==> src/rtl/oxi_pkg.sv <==
// Shared definitions for the pulse-oximeter datapath.
//
// Holds the LED/ADC sequencer state encoding and the default timing
// constants used by the sequencer, the red/IR FIR filters and the display
// stage. All defaults assume a 10 MHz system clock.
//
// Contents:
//   DEF_HALF_PERIOD_CYC  cycles per LED phase (5 ms)
//   DEF_SETTLE_CYC       optical settling time before a conversion
//   DEF_ADC_TIMEOUT_CYC  longest allowed adc_start -> adc_done wait
//   DEF_CNT_W            width of the phase counter
//   ADC_W                ADC sample width
//   seq_state_e          sequencer state encoding
//   is_red_state()       true for the three red-phase states
package oxi_pkg;

    localparam int unsigned DEF_HALF_PERIOD_CYC = 50000;
    localparam int unsigned DEF_SETTLE_CYC      = 10000;
    localparam int unsigned DEF_ADC_TIMEOUT_CYC = 255;
    localparam int unsigned DEF_CNT_W           = 16;
    localparam int unsigned ADC_W               = 8;

    typedef enum logic [2:0] {
        ST_IDLE       = 3'd0,
        ST_RED_SETTLE = 3'd1,
        ST_RED_CONV   = 3'd2,
        ST_RED_HOLD   = 3'd3,
        ST_IR_SETTLE  = 3'd4,
        ST_IR_CONV    = 3'd5,
        ST_IR_HOLD    = 3'd6
    } seq_state_e;

    function automatic logic is_red_state(input seq_state_e s);
        return (s == ST_RED_SETTLE) || (s == ST_RED_CONV) || (s == ST_RED_HOLD);
    endfunction

endpackage

==> src/rtl/led_adc_sequencer_sample_capture.sv <==
// sample_capture: holding register for one ADC channel plus its sample strobe.
//
// When load_i is high the value on data_i is stored and valid_o pulses high
// for exactly the following cycle, i.e. value_o and valid_o change together
// one clock after the load request.
//
// Ports:
//   clk_i    system clock
//   rst_ni   synchronous reset, active low (clears value and strobe)
//   load_i   capture request (one cycle)
//   data_i   sample to capture
//   value_o  last captured sample
//   valid_o  one-cycle strobe marking a fresh value_o
module sample_capture
    import oxi_pkg::*;
#(
    parameter int unsigned W = ADC_W
) (
    input  logic         clk_i,
    input  logic         rst_ni,
    input  logic         load_i,
    input  logic [W-1:0] data_i,
    output logic [W-1:0] value_o,
    output logic         valid_o
);

    logic [W-1:0] value_q, value_d;
    logic         valid_q, valid_d;

    always_comb begin
        value_d = value_q;
        valid_d = 1'b0;
        if (load_i) begin
            value_d = data_i;
            valid_d = 1'b1;
        end
    end

    always_ff @(posedge clk_i) begin
        if (!rst_ni) begin
            value_q <= '0;
            valid_q <= 1'b0;
        end else begin
            value_q <= value_d;
            valid_q <= valid_d;
        end
    end

    assign value_o = value_q;
    assign valid_o = valid_q;

endmodule

==> src/rtl/led_adc_sequencer.sv <==
// led_adc_sequencer: red/IR LED alternation and ADC sampling for the
// pulse-oximeter front end.
//
// Each LED phase lasts HALF_PERIOD_CYC cycles. After SETTLE_CYC cycles of
// optical settling one handshaked conversion is issued; the result is
// published on RED_ADC_Value / IR_ADC_Value with a one-cycle valid strobe
// that serves as the sample tick of the matching FIR filter.
//
// Ports:
//   CLK            system clock
//   rst_n          synchronous reset, active low
//   enable         run request, sampled in IDLE and at phase ends only
//   adc_start      one-cycle conversion request
//   adc_done       one-cycle conversion-complete pulse
//   adc_data       conversion result, valid with adc_done
//   LED_RED_on     red LED drive
//   LED_IR_on      IR LED drive
//   RED_ADC_Value  last good red sample
//   IR_ADC_Value   last good IR sample
//   red_valid      strobe: RED_ADC_Value updated this cycle
//   ir_valid       strobe: IR_ADC_Value updated this cycle
//   adc_timeout    sticky conversion-abort flag, cleared by reset only
module led_adc_sequencer
    import oxi_pkg::*;
#(
    parameter int unsigned HALF_PERIOD_CYC = DEF_HALF_PERIOD_CYC,
    parameter int unsigned SETTLE_CYC      = DEF_SETTLE_CYC,
    parameter int unsigned ADC_TIMEOUT_CYC = DEF_ADC_TIMEOUT_CYC,
    parameter int unsigned CNT_W           = DEF_CNT_W
) (
    input  logic             CLK,
    input  logic             rst_n,
    input  logic             enable,
    output logic             adc_start,
    input  logic             adc_done,
    input  logic [ADC_W-1:0] adc_data,
    output logic             LED_RED_on,
    output logic             LED_IR_on,
    output logic [ADC_W-1:0] RED_ADC_Value,
    output logic [ADC_W-1:0] IR_ADC_Value,
    output logic             red_valid,
    output logic             ir_valid,
    output logic             adc_timeout
);

    localparam int unsigned CONV_W = (ADC_TIMEOUT_CYC > 1) ? $clog2(ADC_TIMEOUT_CYC + 1) : 1;

    localparam logic [CNT_W-1:0]  PHASE_LAST  = CNT_W'(HALF_PERIOD_CYC - 1);
    localparam logic [CNT_W-1:0]  SETTLE_LAST = CNT_W'(SETTLE_CYC - 1);
    localparam logic [CONV_W-1:0] CONV_LAST   = CONV_W'(ADC_TIMEOUT_CYC - 1);

    seq_state_e        state_q, state_d;
    logic [CNT_W-1:0]  phase_cnt_q, phase_cnt_d;
    logic [CONV_W-1:0] conv_cnt_q, conv_cnt_d;
    logic              led_red_q, led_red_d;
    logic              led_ir_q, led_ir_d;
    logic              adc_start_q, adc_start_d;
    logic              timeout_q, timeout_d;

    logic              phase_end;
    logic              load_red;
    logic              load_ir;

    assign phase_end = (state_q != ST_IDLE) && (phase_cnt_q == PHASE_LAST);

    always_comb begin
        state_d     = state_q;
        phase_cnt_d = phase_cnt_q;
        conv_cnt_d  = '0;
        led_red_d   = led_red_q;
        led_ir_d    = led_ir_q;
        adc_start_d = 1'b0;
        timeout_d   = timeout_q;
        load_red    = 1'b0;
        load_ir     = 1'b0;

        if (state_q != ST_IDLE) begin
            phase_cnt_d = phase_end ? '0 : phase_cnt_q + CNT_W'(1);
        end

        case (state_q)
            ST_IDLE: begin
                if (enable) begin
                    state_d     = ST_RED_SETTLE;
                    led_red_d   = 1'b1;
                    led_ir_d    = 1'b0;
                    phase_cnt_d = '0;
                end
            end
            ST_RED_SETTLE: begin
                if (phase_cnt_q == SETTLE_LAST) begin
                    state_d     = ST_RED_CONV;
                    adc_start_d = 1'b1;
                end
            end
            ST_RED_CONV: begin
                conv_cnt_d = conv_cnt_q + CONV_W'(1);
                if (adc_done) begin
                    load_red = 1'b1;
                    state_d  = ST_RED_HOLD;
                end else if (conv_cnt_q == CONV_LAST) begin
                    timeout_d = 1'b1;
                    state_d   = ST_RED_HOLD;
                end
            end
            ST_RED_HOLD: begin
                state_d = ST_RED_HOLD;
            end
            ST_IR_SETTLE: begin
                if (phase_cnt_q == SETTLE_LAST) begin
                    state_d     = ST_IR_CONV;
                    adc_start_d = 1'b1;
                end
            end
            ST_IR_CONV: begin
                conv_cnt_d = conv_cnt_q + CONV_W'(1);
                if (adc_done) begin
                    load_ir = 1'b1;
                    state_d = ST_IR_HOLD;
                end else if (conv_cnt_q == CONV_LAST) begin
                    timeout_d = 1'b1;
                    state_d   = ST_IR_HOLD;
                end
            end
            ST_IR_HOLD: begin
                state_d = ST_IR_HOLD;
            end
            default: begin
                state_d   = ST_IDLE;
                led_red_d = 1'b0;
                led_ir_d  = 1'b0;
            end
        endcase

        // The phase end overrides whatever the per-state logic chose. A done
        // arriving on this cycle was already captured above; a conversion
        // still open without done is abandoned and flagged.
        if (phase_end) begin
            if (((state_q == ST_RED_CONV) || (state_q == ST_IR_CONV)) && !adc_done) begin
                timeout_d = 1'b1;
            end
            conv_cnt_d  = '0;
            adc_start_d = 1'b0;
            if (!enable) begin
                state_d   = ST_IDLE;
                led_red_d = 1'b0;
                led_ir_d  = 1'b0;
            end else if (is_red_state(state_q)) begin
                state_d   = ST_IR_SETTLE;
                led_red_d = 1'b0;
                led_ir_d  = 1'b1;
            end else begin
                state_d   = ST_RED_SETTLE;
                led_red_d = 1'b1;
                led_ir_d  = 1'b0;
            end
        end
    end

    always_ff @(posedge CLK) begin
        if (!rst_n) begin
            state_q     <= ST_IDLE;
            phase_cnt_q <= '0;
            conv_cnt_q  <= '0;
            led_red_q   <= 1'b0;
            led_ir_q    <= 1'b0;
            adc_start_q <= 1'b0;
            timeout_q   <= 1'b0;
        end else begin
            state_q     <= state_d;
            phase_cnt_q <= phase_cnt_d;
            conv_cnt_q  <= conv_cnt_d;
            led_red_q   <= led_red_d;
            led_ir_q    <= led_ir_d;
            adc_start_q <= adc_start_d;
            timeout_q   <= timeout_d;
        end
    end

    sample_capture #(
        .W(ADC_W)
    ) u_red_capture (
        .clk_i  (CLK),
        .rst_ni (rst_n),
        .load_i (load_red),
        .data_i (adc_data),
        .value_o(RED_ADC_Value),
        .valid_o(red_valid)
    );

    sample_capture #(
        .W(ADC_W)
    ) u_ir_capture (
        .clk_i  (CLK),
        .rst_ni (rst_n),
        .load_i (load_ir),
        .data_i (adc_data),
        .value_o(IR_ADC_Value),
        .valid_o(ir_valid)
    );

    assign adc_start   = adc_start_q;
    assign LED_RED_on  = led_red_q;
    assign LED_IR_on   = led_ir_q;
    assign adc_timeout = timeout_q;

endmodule

==> config.mk <==
export PLATFORM = sky130hd
export DESIGN_NAME = led_adc_sequencer
export DESIGN_NICKNAME = d
export VERILOG_FILES = /design/src/rtl/oxi_pkg.sv /design/src/rtl/led_adc_sequencer_sample_capture.sv /design/src/rtl/led_adc_sequencer.sv
export SDC_FILE = /design/constraint.sdc
export NUM_CORES = 1
export LEC_CHECK = 0
export BUFFER_PORTS_ARGS = -buffer_cell sky130_fd_sc_hd__buf_2
export CAP_MARGIN = 5
export CORE_UTILIZATION = 40
export DETAILED_ROUTE_END_ITERATION = 10
export PLACE_DENSITY = 0.69
export SLEW_MARGIN = 25
export SYNTH_ARGS = -nofsm -noshare
export SYNTH_HDL_FRONTEND = slang
export SYNTH_SLANG_ARGS = --single-unit
==> constraint.sdc <==
create_clock -name CLK -period 2.39 [get_ports CLK]
set_input_delay 0.5975 -clock CLK [delete_from_list [all_inputs] [get_ports CLK]]
set_output_delay 0.5975 -clock CLK [all_outputs]
set_load 0.05 [all_outputs]
==> results.txt <==
The run finished with clean final reports. By area the synthesized netlist is led by dfxtp_1, xor2_1, nor2_1. In this run the critical register-to-register path is captured at phase_cnt_q[2]$_SDFF_PN0_.

Of the cells placed in the final design, the portion with a size suffix greater than 1 is 19.9%. The number of antenna violations at the first check in global routing came out at 0. The first element of the critical path is phase_cnt_q[0]$_SDFF_PN0_. The die boundary height is 77.4 um. The synthesized area per cell came out at 9.02 um2. In this run the critical register-to-register path is launched from phase_cnt_q[0]$_SDFF_PN0_.

The number of buffers on the longest clock path is 2. The delay of the slowest critical-path stage came out at 0.38 ns. The power consumption is about 0.0016 W. The maximum fanout encountered on the critical timing path came out at 14.

At the later pin of the worst-skew pair, clock insertion delay measures 0.30 ns. The CTS sink count came out at 49. The distinct cell type count of the synthesized netlist came out at 49. The main flop type after synthesis is dfxtp_1. The final hold violation count is 0. The detailed-router iteration count before antenna repair came out at 4.

Setup slack on the worst reg-to-reg path comes out at 0.49 ns. The worst relative slew slack came out at between 60 and 70%. The maximum clock rate is 0.527 GHz.

The number of synthesis warnings is 0. The synthesized flop and latch total is 49. The final-layout setup total negative slack came out at 0 ns. The area growth from synthesis to layout came out at 14.7%.

For this design, the CTS-stage hold fixing added 0 buffers. The final count of pins violating max slew is 0. Per report_power, the clock group accounts for 39.4% of the total.

The final layout contains 300 nets. The switching component of the power came out at 0.000353 W. The area occupied by registers is between 900 and 1000 um2. The number of antenna diodes in the final layout is 0. The library cell used most frequently in the layout, excluding fill and tap cells, is dfxtp_1. Clock-pin slew was measured on the worst setup and hold paths at 0.09 ns.

The worst setup path is of the reg -> reg kind. The total grt overflow is 0. Sequential cells account for 53.2% of the total power. The routed length per instance is 12.1 um. The weighted congestion at the end of routability-driven global placement came out at 0.832. The multi-input combinational cells in the finished layout cover a total of 1190 um2. The post-CTS setup-driven buffer insertion count is 0. The total CTS buffers came out at 5. The kind of start point of the critical path is a flip-flop. The met1 capacity usage during global routing is 20.9%. The share of the clock period used by the worst path after layout came out at 79.4%. Cells fill between 40% and 50% of the core in the end.

After clock tree synthesis, the repair step resized 0 gates. The data arrival time of the critical path came out at approximately 2.1 ns. The peak-usage layer in the global routing report is met2. The switching share of power came out at between 20 and 25%. The number of cells on the worst reg-to-reg path came out at 6. The setup slack at placement came out at 0.490 ns. Entering global routing, the biggest net connects 27 pins. The total vias in the final route came out at 1743. The most critical setup path has its endpoint at phase_cnt_q[2]$_SDFF_PN0_. The ratio of total power to cell area came out at 599 nW/um2.

In the layout the commonest cells are dfxtp_1, nor2_1, buf_2. The detailed-route wire length came out at 4.34 mm. The final-report setup violation count is 0. The dominant cell type by area after synthesis is dfxtp_1.

In the post-route analysis, the smallest setup slack over all paths is 0.492 ns. Summed over all cells, the static leakage comes to 0.982 nW. Setup repair after global routing left no endpoint under its margin. The via density per instance is 4.87. The tightest min-delay check is of the reg -> reg type. The clock skew came out at 0.00861 ns. The total of max-cap violations came out at 0. The worst setup path is captured at a flip-flop.

Combinational logic is responsible for 7.4% of the overall power. The number of enable-type register cells in the synthesized netlist came out at 0. During placement, the flow inserted port buffers numbering 33. For met3 alone, demand over resource in global routing was under 10%. The remaining routing DRC violations came out at 0. The floorplan die area is 5990 um2. The proportion of synthesized chip area in sequential cells is 43.1%. TritonCTS built the clock tree. The number of DRC markers after the initial detailed-route iteration came out at 52.

The first global-routing pass estimated between 7 and 8 mm of wire. The number of rows in the core area is 27. The number of antenna-violating nets in the routed design came out at 0.

The placed wire-length estimate after detailed placement is just over 3 mm. The number of H-tree levels came out at 2. The die boundary width came out at between 70 and 80 um. The met2 usage came out at 23.7%. 34 I/O pins were placed. For the worst setup path, the data required time is roughly 2.6 ns.

The minimum clock period is 1.90 ns. Traced cell by cell, the critical path runs through ha_1 > o311a_4 > nand4_2 > or2_4 > nand2_1 > nor2_1. For the pin with the worst max-slew slack, the measured transition is ~0.47 ns. The area of the core region is 5510 um2. The tree is rooted in a clkbuf_8. The slowest cell on the critical path is dfxtp_1.

The number of global-route vias before repair is 1589. The total routing resource utilization after global routing came out at 15.4%. The area of the mapped netlist came out at between 2000 and 2500 um2. The internal cell power is 0.00121 W. The post-synthesis net count is around 270. The fill cell instance count of the final layout came out at 537. Once the floorplan was initialized, standard cells occupied 41.3% of the core. The share of flip-flops with an asynchronous set or reset after synthesis came out at 0%. In this run the biggest area consumer among cell types represents 43.1% of the synthesized area. In the synthesized netlist, the number of instances is 252. The maximum VDD drop came out at 0.000237 V.
## worst min path at each step
stage                                          from                                   end  cells after the start
2_1_floorplan              conv_cnt_q[0]$_SDFF_PP0_              conv_cnt_q[0]$_SDFF_PP0_                      1
3_3_place_gp               conv_cnt_q[0]$_SDFF_PP0_              conv_cnt_q[0]$_SDFF_PP0_                      1
6_report       u_ir_capture.value_o[5]$_SDFFE_PN0P_  u_ir_capture.value_o[5]$_SDFFE_PN0P_                      2
5_1_grt        u_ir_capture.value_o[5]$_SDFFE_PN0P_  u_ir_capture.value_o[5]$_SDFFE_PN0P_                      2
4_1_cts        u_ir_capture.value_o[5]$_SDFFE_PN0P_  u_ir_capture.value_o[5]$_SDFFE_PN0P_                      2
3_5_place_dp                 adc_timeout$_SDFF_PN0_                adc_timeout$_SDFF_PN0_                      1
## critical path: cells and delay by family (launching register included)
family | cells | cell delay (ns)
adders and majority gates | 1 | 0.22
DFF | 1 | 0.38
AOI/OAI and AO/OA | 1 | 0.24
and+or+nand+nor | 4 | 0.93
## synthesized netlist by cell type (2+ instances only)
master	number
dfxtp_1	49
nor2_1	34
nand2_1	31
xor2_1	15
a21boi_0	11
nor2b_1	11
nand3_1	10
mux2i_1	9
inv_1	6
nand4_1	6
xnor2_1	6
a21oi_1	5
clkbuf_1	5
buf_6	3
ha_1	3
o21ai_0	3
or3_1	3
a221oi_1	2
a22oi_1	2
and2_1	2
and3_1	2
buf_2	2
nand3_2	2
nor3_1	2
nor3b_1	2
o21a_1	2
o21ai_1	2
## registers in the layout, indices dropped and copies added (netlist names), 3 cells and up
signal	count
conv_cnt_q	8
phase_cnt_q	16
u_ir_capture.value_o	8
u_red_capture.value_o	8
state_q	3
## area by class of cell
type                       instances  area share, %
tap                               72           3.45
inverter                           6          0.864
clock buffer                       6           3.17
sequential                        49           37.6
clock inverter                     2           1.44
multi-input combinational        185           45.7
timing repair buffer              38           7.77
## metrics by stage
step                area [um2]  instances  hold slack (ns)
finish                    2610        358            0.464
global route              2610        358            0.504
CTS                       2610        358            0.469
detailed placement        2490        350            0.451
global placement          2490        350            0.443
floorplan                 2270        252            0.430
## metal layers
layer	routed length, um	up-vias
met5	0	-
met4	35	0
met3	121	4
met2	1980	21
met1	2210	799
li1	-	919
## power by group through the flow
stage | clock [W] | combinational [W] | sequential [W]
final | 0.000616 | 0.000115 | 0.000832
after global routing | 0.000674 | 0.000128 | 0.000833
after CTS | 0.000634 | 0.000116 | 0.000832
after detailed placement | 0 | 0.000115 | 0.000851
after global placement | 0 | 0.000113 | 0.000850
after floorplan | 0 | 0.0000806 | 0.000855
## cells by family after synthesis
group,after synthesis,synth area share (%)
and+or+nand+nor,118,27.2
DFF,49,43.1
AOI/OAI and AO/OA,34,11.2
xor gates and xnor gates,21,8.09
buffers and inverters,18,4.73
muxes,9,3.96
adders and majority gates,3,1.65
No activity file was read; power rests on OpenSTA's default activity.
